<file path="config.mk">
export PLATFORM = sky130hd
export DESIGN_NAME = uart_ctl_rx
export DESIGN_NICKNAME = d
export VERILOG_FILES = /design/src/rtl/uart_ctl_rx.sv
export SDC_FILE = /design/constraint.sdc
export NUM_CORES = 1
export LEC_CHECK = 0
export CAP_MARGIN = 20
export CORE_MARGIN = 2
export CORE_UTILIZATION = 35
export DETAILED_ROUTE_END_ITERATION = 10
export SYNTH_ARGS = -nofsm -noshare
export SYNTH_HDL_FRONTEND = slang
export SYNTH_SLANG_ARGS = --single-unit
</file>
<file path="constraint.sdc">
create_clock -name clk_4M -period 1.6 [get_ports clk_4M]
set_input_delay 0.4 -clock clk_4M [delete_from_list [all_inputs] [get_ports clk_4M]]
set_output_delay 0.4 -clock clk_4M [all_outputs]
set_load 0.02 [all_outputs]
</file>
<file path="src/rtl/uart_ctl_rx.sv">
// uart_ctl_rx: UART 8N1 receiver and command decoder for the picture-frame
// controller. Decoded next/previous-picture bytes are presented on a
// four-phase valid/ready handshake. Single clock domain (clk_4M).
//
// Ports:
//   clk_4M        in   system clock
//   rst_n         in   synchronous active-low reset
//   uart_rx       in   asynchronous serial input, idle high
//   ctl_incr      out  next-picture command (qualified by ctl_valid)
//   ctl_decr      out  previous-picture command (qualified by ctl_valid)
//   ctl_valid     out  command pending
//   ctl_ready     in   acknowledge from the frame controller
//   rx_frame_err  out  one-cycle pulse: stop bit sampled low
//   rx_overrun    out  one-cycle pulse: decoded command dropped, handshake busy
module uart_ctl_rx #(
  parameter int CLKS_PER_BIT = 417,
  parameter int HALF_BIT     = CLKS_PER_BIT / 2
) (
  input  logic clk_4M,
  input  logic rst_n,
  input  logic uart_rx,
  output logic ctl_incr,
  output logic ctl_decr,
  output logic ctl_valid,
  input  logic ctl_ready,
  output logic rx_frame_err,
  output logic rx_overrun
);

  localparam int CW = $clog2(CLKS_PER_BIT);
  localparam logic [CW-1:0] LAST_C = CW'(CLKS_PER_BIT - 1);
  localparam logic [CW-1:0] HALF_C = CW'(HALF_BIT - 1);
  localparam logic [CW-1:0] ZERO_C = CW'(0);
  localparam logic [CW-1:0] ONE_C  = CW'(1);

  typedef enum logic [2:0] {
    RX_IDLE  = 3'd0,
    RX_START = 3'd1,
    RX_DATA  = 3'd2,
    RX_STOP  = 3'd3,
    RX_BREAK = 3'd4
  } rx_state_t;

  typedef enum logic [1:0] {
    H_IDLE     = 2'd0,
    H_VALID    = 2'd1,
    H_WAIT_LOW = 2'd2
  } hs_state_t;

  // Byte decode: returns {incr, decr}; unknown bytes give 2'b00.
  function automatic logic [1:0] decode_byte(input logic [7:0] b);
    logic [1:0] r;
    case (b)
      8'h2B, 8'h6E: r = 2'b10;
      8'h2D, 8'h70: r = 2'b01;
      default:      r = 2'b00;
    endcase
    return r;
  endfunction

  logic            rx_meta_r, rxs_r;
  rx_state_t       rx_state_r, rx_state_s;
  logic [CW-1:0]   clk_cnt_r, clk_cnt_s;
  logic [2:0]      bit_cnt_r, bit_cnt_s;
  logic [7:0]      shift_r, shift_s;
  logic            byte_good_s, frame_err_s;
  logic [1:0]      cmd_s;
  logic            cmd_any_s;
  hs_state_t       hs_state_r, hs_state_s;
  logic            valid_r, valid_s, incr_r, incr_s, decr_r, decr_s;
  logic            ferr_r, ovr_r, ovr_s;

  // RX bit-level FSM: next state, counters and shift register.
  always_comb begin
    rx_state_s  = rx_state_r;
    clk_cnt_s   = clk_cnt_r;
    bit_cnt_s   = bit_cnt_r;
    shift_s     = shift_r;
    byte_good_s = 1'b0;
    frame_err_s = 1'b0;
    case (rx_state_r)
      RX_IDLE: begin
        clk_cnt_s = ZERO_C;
        if (!rxs_r) rx_state_s = RX_START;
        else        rx_state_s = RX_IDLE;
      end
      RX_START: begin
        if (clk_cnt_r == HALF_C) begin
          // Mid start bit: a high line means the falling edge was a glitch.
          clk_cnt_s = ZERO_C;
          bit_cnt_s = 3'd0;
          if (rxs_r) rx_state_s = RX_IDLE;
          else       rx_state_s = RX_DATA;
        end else begin
          clk_cnt_s = clk_cnt_r + ONE_C;
        end
      end
      RX_DATA: begin
        if (clk_cnt_r == LAST_C) begin
          clk_cnt_s = ZERO_C;
          shift_s   = {rxs_r, shift_r[7:1]};
          bit_cnt_s = bit_cnt_r + 3'd1;
          if (bit_cnt_r == 3'd7) rx_state_s = RX_STOP;
          else                   rx_state_s = RX_DATA;
        end else begin
          clk_cnt_s = clk_cnt_r + ONE_C;
        end
      end
      RX_STOP: begin
        if (clk_cnt_r == LAST_C) begin
          clk_cnt_s = ZERO_C;
          if (rxs_r) begin
            byte_good_s = 1'b1;
            rx_state_s  = RX_IDLE;
          end else begin
            frame_err_s = 1'b1;
            rx_state_s  = RX_BREAK;
          end
        end else begin
          clk_cnt_s = clk_cnt_r + ONE_C;
        end
      end
      RX_BREAK: begin
        // Wait out a held-low line so it reports only one framing error.
        clk_cnt_s = ZERO_C;
        if (rxs_r) rx_state_s = RX_IDLE;
        else       rx_state_s = RX_BREAK;
      end
      default: begin
        rx_state_s = RX_IDLE;
        clk_cnt_s  = ZERO_C;
      end
    endcase
  end

  assign cmd_s     = byte_good_s ? decode_byte(shift_r) : 2'b00;
  assign cmd_any_s = |cmd_s;

  // Handshake FSM: presents a command, waits for ack, then ready low.
  always_comb begin
    hs_state_s = hs_state_r;
    valid_s    = valid_r;
    incr_s     = incr_r;
    decr_s     = decr_r;
    ovr_s      = 1'b0;
    case (hs_state_r)
      H_IDLE: begin
        if (cmd_any_s) begin
          valid_s    = 1'b1;
          incr_s     = cmd_s[1];
          decr_s     = cmd_s[0];
          hs_state_s = H_VALID;
        end else begin
          hs_state_s = H_IDLE;
        end
      end
      H_VALID: begin
        // A command arriving together with the ack is still an overrun.
        ovr_s = cmd_any_s;
        if (ctl_ready) begin
          valid_s    = 1'b0;
          incr_s     = 1'b0;
          decr_s     = 1'b0;
          hs_state_s = H_WAIT_LOW;
        end else begin
          hs_state_s = H_VALID;
        end
      end
      H_WAIT_LOW: begin
        ovr_s = cmd_any_s;
        if (!ctl_ready) hs_state_s = H_IDLE;
        else            hs_state_s = H_WAIT_LOW;
      end
      default: begin
        hs_state_s = H_IDLE;
        valid_s    = 1'b0;
        incr_s     = 1'b0;
        decr_s     = 1'b0;
      end
    endcase
  end

  // State, synchroniser and registered outputs.
  always_ff @(posedge clk_4M) begin
    if (!rst_n) begin
      rx_meta_r  <= 1'b1;
      rxs_r      <= 1'b1;
      rx_state_r <= RX_IDLE;
      clk_cnt_r  <= ZERO_C;
      bit_cnt_r  <= 3'd0;
      shift_r    <= 8'h00;
      hs_state_r <= H_IDLE;
      valid_r    <= 1'b0;
      incr_r     <= 1'b0;
      decr_r     <= 1'b0;
      ferr_r     <= 1'b0;
      ovr_r      <= 1'b0;
    end else begin
      rx_meta_r  <= uart_rx;
      rxs_r      <= rx_meta_r;
      rx_state_r <= rx_state_s;
      clk_cnt_r  <= clk_cnt_s;
      bit_cnt_r  <= bit_cnt_s;
      shift_r    <= shift_s;
      hs_state_r <= hs_state_s;
      valid_r    <= valid_s;
      incr_r     <= incr_s;
      decr_r     <= decr_s;
      ferr_r     <= frame_err_s;
      ovr_r      <= ovr_s;
    end
  end

  assign ctl_valid    = valid_r;
  assign ctl_incr     = incr_r;
  assign ctl_decr     = decr_r;
  assign rx_frame_err = ferr_r;
  assign rx_overrun   = ovr_r;

endmodule
</file>
==> metrics.csv <==
stage;metric;value;unit
finish;synthToLayoutAreaGrowth;26.7;%
setup_path;arrival;1830;ps
setup_path;crit_path_start;clk_cnt_r[1];
sta;worst_pin_slew;396;ps
yosys;synthTopCellsByCount;32 x dfxtp_1, 12 x mux2i_1, 12 x nor2_1;
setup_path;critPathKind;flop to flop;
finish;num_antenna_cells;0;
die;initial_core_util;36.2;%
yosys;synth_top_cell_by_area;dfxtp_1;
yosys;syn_inst;161;
sta;setup-tns-final;0;ps
min_path;hold_depth;1;
setup_path;r2r-start;clk_cnt_r[1];
drt;via_count;1279;
yosys;avgSynthCellArea;9.78;sq um
yosys;synth_fp_nets;173;
finish;stdcell_count;239;
power;ir_drop;0.343;mV
die;rows;24;
global_route;gr-usage-all-layers;14.0;%
yosys;ys_types;43;
yosys;yosysSeqAreaShare;40.7;%
die;core;0.00435;sq mm
global_route;antenna_found_initial;0;
setup_path;critPathMaxFanout;4;
sta;fin_skew;3.51;ps
drt;wire_per_inst;13.9;um
setup_path;r2r-end;ctl_valid;
yosys;ys.warnings.count;0;
yosys;ys_seq_elements;32;
global_route;overflow;0;
die;die_x;71.1;um
power;p_clk_share;42.4;%
power;combPwrFrac;4.0;%
drt;drt_iter0_markers;34;
sta;fin_crit;1600;ps
clocking;cts_buffers;5;
yosys;yosys-top-cells-area;dfxtp_1 41%, mux2i_1 7.6%, ha_1 6.4%;
setup_path;cp_slowest_cell;dfxtp_2;
clocking;htreeDepth;2;
power;sw_frac_of_total;21.3;%
setup_path;crit_path_start_kind;flop;
clocking;clk_pin_slew;60;ps
min_path;worstHoldEndpoint;rxs_r;
die;die-height;71.1;um
place;io_buffers;8;
outcome;status;finished, final reports clean;
clocking;clockBufferDepth;2;
place;hpwl;2320;um
yosys;synth_flop_cell;dfxtp_1;
flow_run;maxCapViolCount;0;
finish;drive_above_1_share;26.7;%
setup_path;cp_cell_sequence;inv_2 > ha_4 > and4bb_2 > nand4_4 > buf_6 > a211oi_2 > o221a_2;
global_route;grt_start_max_net_pins;15;
sta;slew_headroom;73.5;%
power;p_sw;321;uW
yosys;synth_edf_count;0;
clocking;root_buffer;clkbuf_8;
min_path;hold_class;flop to flop;
die;ios;9;
drt;drtPass1Iterations;4;
setup_path;required;1830;ps
clocking;cts_tree;done;
power;power.share.sequential;53.6;%
setup_path;crit_path_max_incr_delay;340;ps
sta;slew_viol_final;0;
place;gp_congestion;0.803;
drt;drc_errors;0;
setup_path;crit_path_end_kind;flop;
clocking;clkSinkCount;32;
sta;rsz0062_at_grt;true;
drt;via_per_inst;5.35;
yosys;netlist_area;0.00158;sq mm
yosys;synth_top_cell_area_share;40.7;%
global_route;grt_pass1_wl;5580;um
place;dp_cells;230;
setup_path;regToRegSetupSlack;4;ps
drt;finalWirelength;3330;um
sta;hold_viol;0;
yosys;yosysMostFrequentCell;dfxtp_1;
power;power;1500;uW
global_route;grt_pass1_vias;1251;
power;cellPowerDensity;752;mW/mm^2
min_path;worstHoldStart;rx_meta_r;
sta;fin_crit_sh;99.7;%
sta;setup_violations;0;
sta;fmax;0.627;GHz
die;dieArea;0.00505;sq mm
power;p_leak;0.000860;uW
setup_path;path_delay_family;simple AND/OR/NAND/NOR gates;
finish;nNetsFinal;198;
power;p_int;1180;uW
drt;ant_nets;0;
yosys;synth_async_sr_flop_share;0;%
setup_path;path_buf_inv;2;
setup_path;reg2reg_depth;7;
finish;nFillCells;405;
clocking;worstSkewPairLatency;280;ps
## power by group through the flow
stage	sequential [uW]	clock [uW]	combinational, uW
floorplan	824	0	31.9
global placement	823	0	56.1
detailed placement	823	0	57.0
CTS	805	660	59.3
global route	805	700	65.2
finish	805	636	60.5
## cell type report
| type | count | area (sq um) | area share (%) |
|---|---|---|---|
| inverters | 5 | 18.8 | 0.940 |
| clock buffers | 8 | 90.1 | 4.51 |
| flip-flops and latches | 32 | 649 | 32.5 |
| repair buffers | 22 | 186 | 9.34 |
| multi-input cells | 120 | 986 | 49.4 |
| well taps | 52 | 65.1 | 3.26 |
## timing repair
| action | CTS | global route |
|---|---|---|
| setup buffers | 1 | 0 |
| hold buffers | 0 | 0 |
| gates resized for setup | 11 | 19 |
| endpoints found under the setup margin | 19 | 24 |
| pin swaps | 3 | 4 |
## cells in the final DEF, fill, tap and decap left out, drive strengths merged, types with 2 or more instances in the layout
| cell | instances |
|---|---|
| nand4 | 2 |
| xor2 | 3 |
| ha | 8 |
| dfxtp | 32 |
| nor4bb | 2 |
| nand3 | 10 |
| mux2i | 12 |
| clkdlybuf4s50 | 3 |
| nor3 | 2 |
| nor2b | 11 |
| dlygate4sd2 | 4 |
| inv | 5 |
| xnor2 | 4 |
| nor2 | 12 |
| nor4b | 2 |
| nor3b | 3 |
| nand2 | 10 |
| buf | 14 |
| o21ai | 6 |
| and3b | 2 |
| or4 | 2 |
| nand2b | 5 |
| and3 | 4 |
| clkbuf | 8 |
| and4bb | 3 |
| a21oi | 3 |
## layer usage
metal  wire [um]  up-vias  global-route usage [%]
met1        1440      631                    15.8
met3         110        6                    4.42
met4          70        0                    6.71
li1            -      625                       -
met2        1720       17                    24.0
met5           0        -                       0
## sequential cells by signal, indices dropped and copies added, names as in the netlist
name          flops
rx_frame_err      1
rx_state_r        3
rx_meta_r         1
ctl_valid         1
ctl_incr          1
shift_r           8
clk_cnt_r         9
ctl_decr          1
hs_state_r        2
rx_overrun        1
bit_cnt_r         3
rxs_r             1
## metrics by stage
stage	setup slack (ps)	cell area [sq um]	utilization [%]	hold WS, ps
after floorplan	1.07	1580	-	386
after global placement	-78.8	1800	41.3	398
after detailed placement	-136	1800	41.3	396
after CTS	-9.99	1920	44.2	411
after global routing	-74.3	2000	45.8	431
final	4.46	2000	45.8	408
## kinds of logic (layout without fill, tap and decap cells)
logic type	after synthesis	after routing	share of synthesized area [%]
mux	12	12	7.63
flops	32	32	40.7
buf+inv	9	35	2.38
compound gates	18	18	8.58
simple gates	75	75	30.5
xor+xnor	7	7	3.89
fa+ha+maj	8	8	6.35
## worst max path at each step
stage | endpoint | slack, ps | cells past startpoint
after floorplan | bit_cnt_r[0] | 1 | 7
after global placement | ctl_decr | -80 | 5
after detailed placement | ctl_incr | -140 | 5
after CTS | ctl_decr | -10 | 4
after global routing | ctl_decr | -70 | 4
final | ctl_valid | 4 | 7
Note: power is estimated with default switching activity, not from simulation.
